==> src/rtl/cnt_sample_fifo_if.sv <==
// -----------------------------------------------------------------------------
// cnt_sample_fifo_if
//
// Purpose: groups the producer (counter sampling) and consumer (head read)
// signals of cnt_sample_fifo into one bundle.
//
// Handshake semantics:
//   Producer side: sample_en is a push request and has no ready.
//     A push is accepted on a clock edge when the FIFO is not full, or when a
//     pop happens on the same edge. Otherwise the push is dropped and counted
//     in drop_cnt.
//   Consumer side: strict valid/ready.
//     A transfer (pop) happens on a clock edge exactly when out_valid and
//     out_ready are both 1. out_data is held stable while out_valid=1 and
//     out_ready=0. out_valid does not depend on out_ready.
//
// Signals:
//   cnt_in    [W-1:0] counter value to sample
//   sample_en         push request
//   out_data  [W-1:0] sample at the FIFO head (0 when out_valid=0)
//   out_valid         head holds a valid sample
//   out_ready         consumer accepts the head sample
//   level     [4:0]   number of stored entries
//   full              level == DEPTH
//   drop_cnt  [7:0]   saturating count of rejected pushes
//
// Modports:
//   master - the surrounding logic (producer and consumer)
//   slave  - the FIFO itself
// -----------------------------------------------------------------------------
interface cnt_sample_fifo_if #(
    parameter int W = 4
);
    logic [W-1:0] cnt_in;
    logic         sample_en;
    logic [W-1:0] out_data;
    logic         out_valid;
    logic         out_ready;
    logic [4:0]   level;
    logic         full;
    logic [7:0]   drop_cnt;

    modport master (
        output cnt_in, sample_en, out_ready,
        input  out_data, out_valid, level, full, drop_cnt
    );

    modport slave (
        input  cnt_in, sample_en, out_ready,
        output out_data, out_valid, level, full, drop_cnt
    );
endinterface

==> src/rtl/cnt_sample_fifo.sv <==
// -----------------------------------------------------------------------------
// cnt_sample_fifo
//
// Purpose: a small synchronous FIFO that captures samples of an upstream
// binary counter. Pushes that arrive while the FIFO is full are dropped and
// counted in a saturating 8-bit counter. A pop on the same edge frees a slot,
// so a push on that edge is still accepted.
//
// Parameters:
//   DEPTH - number of entries; must be a power of two, 2..16
//   W     - sample width; must match the counter width
//
// Ports:
//   clk   - system clock; all state updates on its rising edge
//   rst   - asynchronous, active-low reset; clears all state except the
//           memory array
//   bus   - cnt_sample_fifo_if.slave (cnt_in, sample_en, out_data,
//           out_valid, out_ready, level, full, drop_cnt)
//   ovf   - sticky overflow flag. It is set by the first dropped push and
//           cleared only by reset. The port exists only when the macro
//           CNT_FIFO_OVF_FLAG_EN is defined.
//
// Optional feature macro: CNT_FIFO_OVF_FLAG_EN
// -----------------------------------------------------------------------------
module cnt_sample_fifo #(
    parameter int DEPTH = 8,
    parameter int W     = 4
) (
    input  logic                    clk,
    input  logic                    rst,
    cnt_sample_fifo_if.slave        bus
`ifdef CNT_FIFO_OVF_FLAG_EN
    ,
    output logic                    ovf
`endif
);

    localparam int AW = $clog2(DEPTH);

    logic [W-1:0]  mem [DEPTH];
    logic [AW-1:0] wr_ptr;
    logic [AW-1:0] rd_ptr;
    logic [4:0]    level_q;
    logic [7:0]    drop_q;

    logic          not_empty;
    logic          is_full;
    logic          pop;
    logic          push;
    logic          drop;

    // Empty and full come from the occupancy count. Pointer equality alone
    // cannot tell an empty FIFO from a full one.
    assign not_empty = (level_q != 5'd0);
    assign is_full   = (level_q == 5'(DEPTH));

    // A pop on the same edge frees a slot, so a push into a full FIFO still
    // succeeds when the head is being consumed.
    assign pop  = not_empty && bus.out_ready;
    assign push = bus.sample_en && (!is_full || pop);
    assign drop = bus.sample_en && is_full && !pop;

    // Pointers and occupancy. The pointers wrap naturally because DEPTH is a
    // power of two.
    always_ff @(posedge clk or negedge rst) begin
        if (!rst) begin
            wr_ptr  <= '0;
            rd_ptr  <= '0;
            level_q <= 5'd0;
        end else begin
            if (push) begin
                wr_ptr <= wr_ptr + AW'(1);
            end
            if (pop) begin
                rd_ptr <= rd_ptr + AW'(1);
            end
            if (push && !pop) begin
                level_q <= level_q + 5'd1;
            end else if (pop && !push) begin
                level_q <= level_q - 5'd1;
            end
        end
    end

    // The storage array is not reset. Stale contents never reach out_data,
    // because out_data is gated by out_valid.
    always_ff @(posedge clk) begin
        if (push) begin
            mem[wr_ptr] <= bus.cnt_in;
        end
    end

    // Saturating drop counter.
    always_ff @(posedge clk or negedge rst) begin
        if (!rst) begin
            drop_q <= 8'd0;
        end else if (drop && (drop_q != 8'hFF)) begin
            drop_q <= drop_q + 8'd1;
        end
    end

`ifdef CNT_FIFO_OVF_FLAG_EN
    logic ovf_q;

    always_ff @(posedge clk or negedge rst) begin
        if (!rst) begin
            ovf_q <= 1'b0;
        end else if (drop) begin
            ovf_q <= 1'b1;
        end
    end

    assign ovf = ovf_q;
`endif

    // The head is read from registered storage, so cnt_in has no
    // combinational path to out_data. A push into an empty FIFO appears on
    // out_data one cycle after the push edge.
    assign bus.out_valid = not_empty;
    assign bus.out_data  = not_empty ? mem[rd_ptr] : '0;
    assign bus.level     = level_q;
    assign bus.full      = is_full;
    assign bus.drop_cnt  = drop_q;

endmodule
==> src/flat_wrapper.sv <==
// flat-port wrapper written by rule: the top's interface ports become plain ports
module cnt_sample_fifo_flat 
#(
    parameter int DEPTH = 8,
    parameter int W     = 4
)
  (clk, rst, bus_cnt_in, bus_sample_en, bus_out_ready, bus_out_data, bus_out_valid, bus_level, bus_full, bus_drop_cnt);
  cnt_sample_fifo_if #(.W(W)) bus_i ();
  input  logic clk;
  input  logic rst;
  input wire logic [$bits(bus_i.cnt_in)-1:0] bus_cnt_in;
  input wire logic [$bits(bus_i.sample_en)-1:0] bus_sample_en;
  input wire logic [$bits(bus_i.out_ready)-1:0] bus_out_ready;
  output wire logic [$bits(bus_i.out_data)-1:0] bus_out_data;
  output wire logic [$bits(bus_i.out_valid)-1:0] bus_out_valid;
  output wire logic [$bits(bus_i.level)-1:0] bus_level;
  output wire logic [$bits(bus_i.full)-1:0] bus_full;
  output wire logic [$bits(bus_i.drop_cnt)-1:0] bus_drop_cnt;
  assign bus_i.cnt_in = bus_cnt_in;
  assign bus_i.sample_en = bus_sample_en;
  assign bus_i.out_ready = bus_out_ready;
  assign bus_out_data = bus_i.out_data;
  assign bus_out_valid = bus_i.out_valid;
  assign bus_level = bus_i.level;
  assign bus_full = bus_i.full;
  assign bus_drop_cnt = bus_i.drop_cnt;
  cnt_sample_fifo #(.DEPTH(DEPTH), .W(W)) u_core (.clk(clk), .rst(rst), .bus(bus_i));
endmodule
==> config.mk <==
export PLATFORM = sky130hd
export DESIGN_NAME = cnt_sample_fifo_flat
export DESIGN_NICKNAME = d
export VERILOG_FILES = /design/src/rtl/cnt_sample_fifo_if.sv /design/src/rtl/cnt_sample_fifo.sv /design/src/flat_wrapper.sv
export SDC_FILE = /design/constraint.sdc
export NUM_CORES = 1
export LEC_CHECK = 0
export ABC_AREA = 1
export CAP_MARGIN = 20
export CORE_ASPECT_RATIO = 1.2
export CORE_MARGIN = 2
export CORE_UTILIZATION = 50
export DETAILED_ROUTE_END_ITERATION = 10
export DONT_BUFFER_PORTS = 1
export PLACE_DENSITY = 0.75
export RECOVER_POWER = 50
export SYNTH_ARGS = -nofsm -noshare
export SYNTH_HDL_FRONTEND = slang
export SYNTH_SLANG_ARGS = --single-unit
export TNS_END_PERCENT = 5
==> constraint.sdc <==
create_clock -name clk -period 3.3 [get_ports clk]
set_input_delay 0.495 -clock clk [delete_from_list [all_inputs] [get_ports clk]]
set_output_delay 0.495 -clock clk [all_outputs]
set_load 0.01 [all_outputs]
Yosys cells after proc, flatten, opt, wreduce, memory -nomap -nowiden
Memory sizes are Yosys's and may differ from the RTL's.
Index checks and enable logic that the tools add are counted.

storage, ports and cells
  flip-flop bits (word level) = 19
  memory bits (writable) = 32
  input port bits = 8
  output and inout bits = 19
  logic and storage cells = 30
  memories = 1

memories
  memory      words  width  rd ports  clocked after memory_dff  write ports  line                   RTL
  u_core.mem  8      4      1         0                         1            cnt_sample_fifo.sv:40  logic [W-1:0] mem [DEPTH];

cells by class
  add/subtract/negate cells = 5
  equal/unequal tests = 2
  multiplexer cells = 5
  reduce and logical (&&, ||, !) cells = 13

operators with widths
  operator               count
  $mux W5                2
  $add A8 B1 Y8 const B  1
  $ne A8 B8 Y1 const B   1
  $logic_and A1 B1 Y1    7
  $add A3 B1 Y3 const B  2
  $add A5 B1 Y5 const B  1
  $eq A5 B4 Y1 const B   1
  $reduce_bool A5 Y1     1
  $sub A5 B1 Y5 const B  1
  $mux W4                1
  $logic_not A1 Y1       3
  $mux W1                2
  $reduce_bool A2 Y1     1
  $logic_or A1 B1 Y1     1

Depth between registers and ports, before layout
  depth after elaboration = 8
  gate-level depth with buffers = 14
  gate-level depth less buffers = 14

Least setup slack after synthesis
Ideal clock, no wire load.

  path type = reg-to-reg
  start point = register u_core.level_q[0], in the netlist u_core.bus.level[0]
  end point = register u_core.level_q[4], in the netlist u_core.bus.level[4]
  library setup time = 117 ps
  data arrival time = 2038 ps
  required time = 3183 ps
  slack = 1145 ps
  cell stages (with the launch flop) = 13
  buffers on the path = 0
  period minus slack after synthesis = 2155 ps
  cells stage by stage = dfrtp_1 nor2_4 nand4_4 nand2_4 inv_1 ha_1 inv_1 ha_1 or2_2 nand3_1 nand2_1 nand2_1 nand2_1

between the ends
  word-level cells in the longest chain between the ends = 7

RTL lines
  what                                                            line                                          RTL
  start, declared                                                 cnt_sample_fifo.sv:43                         logic [4:0] level_q;
  start signal, assigned                                          cnt_sample_fifo.sv:78                         level_q <= level_q + 5'd1;
  start signal, assigned                                          cnt_sample_fifo.sv:80                         level_q <= level_q - 5'd1;
  $eq A5 B4 Y1 / $reduce_bool A5 Y1 (equally long branches)       cnt_sample_fifo.sv:55, cnt_sample_fifo.sv:54
  $logic_not A1 Y1 / $logic_and A1 B1 Y1 (equally long branches)  cnt_sample_fifo.sv:60, cnt_sample_fifo.sv:59
  $logic_or A1 B1 Y1 (*)                                          cnt_sample_fifo.sv:60                         assign push = bus.sample_en && (!is_full || pop);
  $logic_and A1 B1 Y1 (*)                                         cnt_sample_fifo.sv:60
  net u_core.push                                                 cnt_sample_fifo.sv:49                         logic push;
  $logic_not A1 Y1                                                cnt_sample_fifo.sv:79                         end else if (pop && !push) begin
  $logic_and A1 B1 Y1                                             cnt_sample_fifo.sv:79
  $reduce_bool A2 Y1 (no source line)                             -

The timed path passes the listed nets; every way through them passes the cells marked *. The select of a mux whose other input is x is not followed.
A chain may end at the register's enable or synchronous reset.

Worst setup path after layout
  start point = register u_core.level_q[0], in the netlist u_core.bus.level[0]
  end point = register u_core.level_q[4], in the netlist u_core.bus.level[4]

between the ends
  word-level cells in the longest chain between the ends = 7

RTL lines
  what                                 line                   RTL
  $reduce_bool A5 Y1 (*)               cnt_sample_fifo.sv:54  assign not_empty = (level_q != 5'd0);
  net bus_out_valid                    flat_wrapper.sv:15     output wire logic [$bits(bus_i.out_valid)-1:0] bus_out_valid;
  $logic_and A1 B1 Y1 (*)              cnt_sample_fifo.sv:59  assign pop = not_empty && bus.out_ready;
  $logic_or A1 B1 Y1                   cnt_sample_fifo.sv:60
  $logic_and A1 B1 Y1                  cnt_sample_fifo.sv:60
  $logic_not A1 Y1                     cnt_sample_fifo.sv:79
  $logic_and A1 B1 Y1                  cnt_sample_fifo.sv:79
  $reduce_bool A2 Y1 (no source line)  -

Marked as above.

==> out/results.tsv <==
metric	value	unit
status	completed	
ant diodes	0	
register area	1436	sq um
Final min period	2.571	ns
sequential share of the synthesized area	55.51	%
clk_skew	0.006526	ns
Worst-Skew Late Latency	0.30	ns
remaining routing DRC violations	0	
Setup CP Type	flop to flop	
switching share of power	39.76	%
first drt pass iteration count	4	
hold_sp	bus_cnt_in[0]	
Routed WL	4633	microns
CTS HTree Levels	2	
RR Startpoint	u_core.bus.level[0]	
# Post-CTS Setup Buffers	0	
Post-Layout Cell Count	346	
Worst Hold Class	input port to flop	
Syn Nets	299	
Gate power share	33.3	%
layout cell share with drive strength beyond 1	5.594	%
GRT Total Usage	17.02	%
Peak Freq	0.3890	GHz
max-cap violations	0	
CP bufs+invs	1	
Worst Tran Pin Value	0.8793	ns
vias in the first global route	1656	
die width	69.67	microns
first-pass GRT wire length	7728	microns
reg2reg path depth	11	
most common cell after layout, fill and taps aside	nand2_1	
clk slew on worst S/H paths	0.09	ns
max-slew violations	0	
power per cell area	798.7	nW/um^2
Initial Util	52.01	%
Die Y	82.81	microns
Crit Reg-Reg Endpoint	u_core.bus.level[4]	
CTS sink count	51	
gpl congestion	0.8541	
Layout area overhead	3.675	%
WP data arrival	2.77	ns
port buffer count	0	
hpwl dp	3225	microns
Flop pwr share	47.2	%
largest net degree at the start of global routing	20	
VDD IR-drop max	0.3765	mV
Synth Warn #	0	
final hold violation count	0	
Relative slew margins	41.19	%
Placed Instances	337	
Crit path max-delay family	simple AND/OR/NAND/NOR gates	
most frequent cells in the layout	nand2_1 (111), edfxtp_1 (32), inv_1 (26), nor2_1 (22), dfrtp_1 (19)	
Setup crit start kind	flop	
Mapped Cells	283	
Worst Path Required	3.50	ns
Post-Route Setup TNS	0	ns
Clock Power Share	19.6	%
clock tree from TritonCTS	built	
Vias per Instance	5.147	
r2r setup slk	0.73	ns
DRT iter0 DRCs	100	
num ports	27	
GRT overflow	0	
final worst-path cycle share	77.90	%
Max Buffers Root-to-Sink	2	
#FFs+latches synth	51	
Lkg Pwr	1.236	nW
Root Driver	clkbuf_8	
Filler cells	440	
crit-path most repeated cell	nand2_1	
via total after detailed routing	1781	
area of the die	5769	sq um
Crit. End Element	flop	
cell taking the most area after synthesis	edfxtp_1	
RSZ-0062 raised after global routing	false	
Mapped Area	2587	sq um
Mean Syn Cell Area	9.143	sq um
Core ar.	4975	sq um
Psw	851.9	uW
Synth top area share	37.14	%
number of gates resized after cts	0	
max incr delay on CP	0.49	ns
CTS Buf Count	5	
CP cell instances	nor2_1 -> nand3_1 -> nand2_1 -> ha_1 -> inv_1 -> ha_1 -> or2_2 -> nand3_1 -> nand2_1 -> nand2_1 -> nand2_1	
initial antenna violation count	0	
cell-internal power	1.291	mW
Min-Delay Path Depth	0	
drt wl/cell	13.39	microns
area occupied by multi-input gates	939.7	sq um
Worst Path Max Fanout	6	
Min-Delay Endpoint	u_core.mem[4][0]	
top post-synthesis cells by area	edfxtp_1 (37%), dfrtp_1 (18%), nand2_1 (16%)	
Site Rows	28	
final number of setup-violating endpoints	0	
Critical-path top delay cell	dfrtp_1	
post-synth cell types	27	
Detail Route Antenna Nets	0	
post-layout net count	301	
## stage by stage
stage	power (mW)	setup WS (ns)	area (sq um)	util [%]	hold WS, ns
floorplan	1.643	1.145	2587	-	0.1994
global placement	1.741	0.9734	2600	52.26	0.1998
detailed placement	1.756	0.9281	2600	52.26	0.1998
CTS	2.181	0.8863	2718	54.63	0.2756
global route	2.323	0.4883	2683	53.92	0.2641
finish	2.143	0.7294	2683	53.92	0.2825
## power by group through the flow
| stage | logic [mW] | registers (mW) | clock network [mW] |
|---|---|---|---|
| 6_report | 0.713 | 1.01 | 0.419 |
| 3_5_place_dp | 0.722 | 1.03 | 0 |
| 2_1_floorplan | 0.703 | 0.940 | 0 |
| 5_1_grt | 0.838 | 1.03 | 0.450 |
| 3_3_place_gp | 0.709 | 1.03 | 0 |
| 4_1_cts | 0.738 | 1.02 | 0.425 |
## sequential cells by signal (all words and copies together), names as in the netlist
signal / flops
u_core.rd_ptr: 3
u_core.mem: 32
u_core.bus.drop_cnt: 8
u_core.wr_ptr: 3
u_core.bus.level: 5
## how the worst max path moves through the flow
stage / start / end / slack, ns / cells past startpoint
floorplan: u_core.bus.level[0] / u_core.bus.level[4] / 1.14 / 12
global placement: u_core.bus.level[0] / u_core.bus.level[4] / 0.97 / 12
detailed placement: u_core.bus.level[0] / u_core.bus.level[4] / 0.93 / 12
CTS: u_core.bus.level[0] / u_core.bus.level[4] / 0.89 / 12
global route: u_core.bus.level[0] / u_core.bus.level[4] / 0.49 / 12
finish: u_core.bus.level[0] / u_core.bus.level[4] / 0.73 / 11
## Yosys cell counts, drive strengths merged
| cell type | n |
|---|---|
| nand2 | 114 |
| or2 | 1 |
| nand4 | 2 |
| nand3 | 16 |
| dfrtp | 19 |
| inv | 29 |
| buf | 6 |
| nor3 | 8 |
| xor2 | 3 |
| a21oi | 3 |
| nand3b | 2 |
| edfxtp | 32 |
| xnor2 | 3 |
| ha | 7 |
| fa | 1 |
| o21ai | 13 |
| nor2 | 24 |
## cell type report
class / count / area share [%]
clock buffers: 5 / 2.565
clock inverters: 3 / 1.446
inverters: 29 / 4.244
multi-input cells: 197 / 35.03
flip-flops and latches: 51 / 53.54
well taps: 60 / 2.799
repair buffers: 1 / 0.3731
## metal layers
metal,GRT usage [%],wire length [microns],up-vias
li1,-,-,911
met2,28.15,2255,25
met3,4.976,189,6
met4,6.119,66,0
met5,0,0,-
met1,21.27,2121,839
## timing repair
| item | in CTS | in global routing |
|---|---|---|
| hold buffers | 1 | 0 |
| endpoints found under the setup margin | 0 | 0 |
| endpoints found under the hold margin | 19 | 0 |
## cells by family after synthesis
group,count (synthesis),synth area share [%]
buffers and inverters,35,6.818
xor gates and xnor gates,6,2.031
and+or+nand+nor,167,28.39
DFF,51,55.51
AOI/OAI and AO/OA,16,3.095
adders and majority gates,8,4.158
No activity file was read; power rests on OpenSTA's default activity.
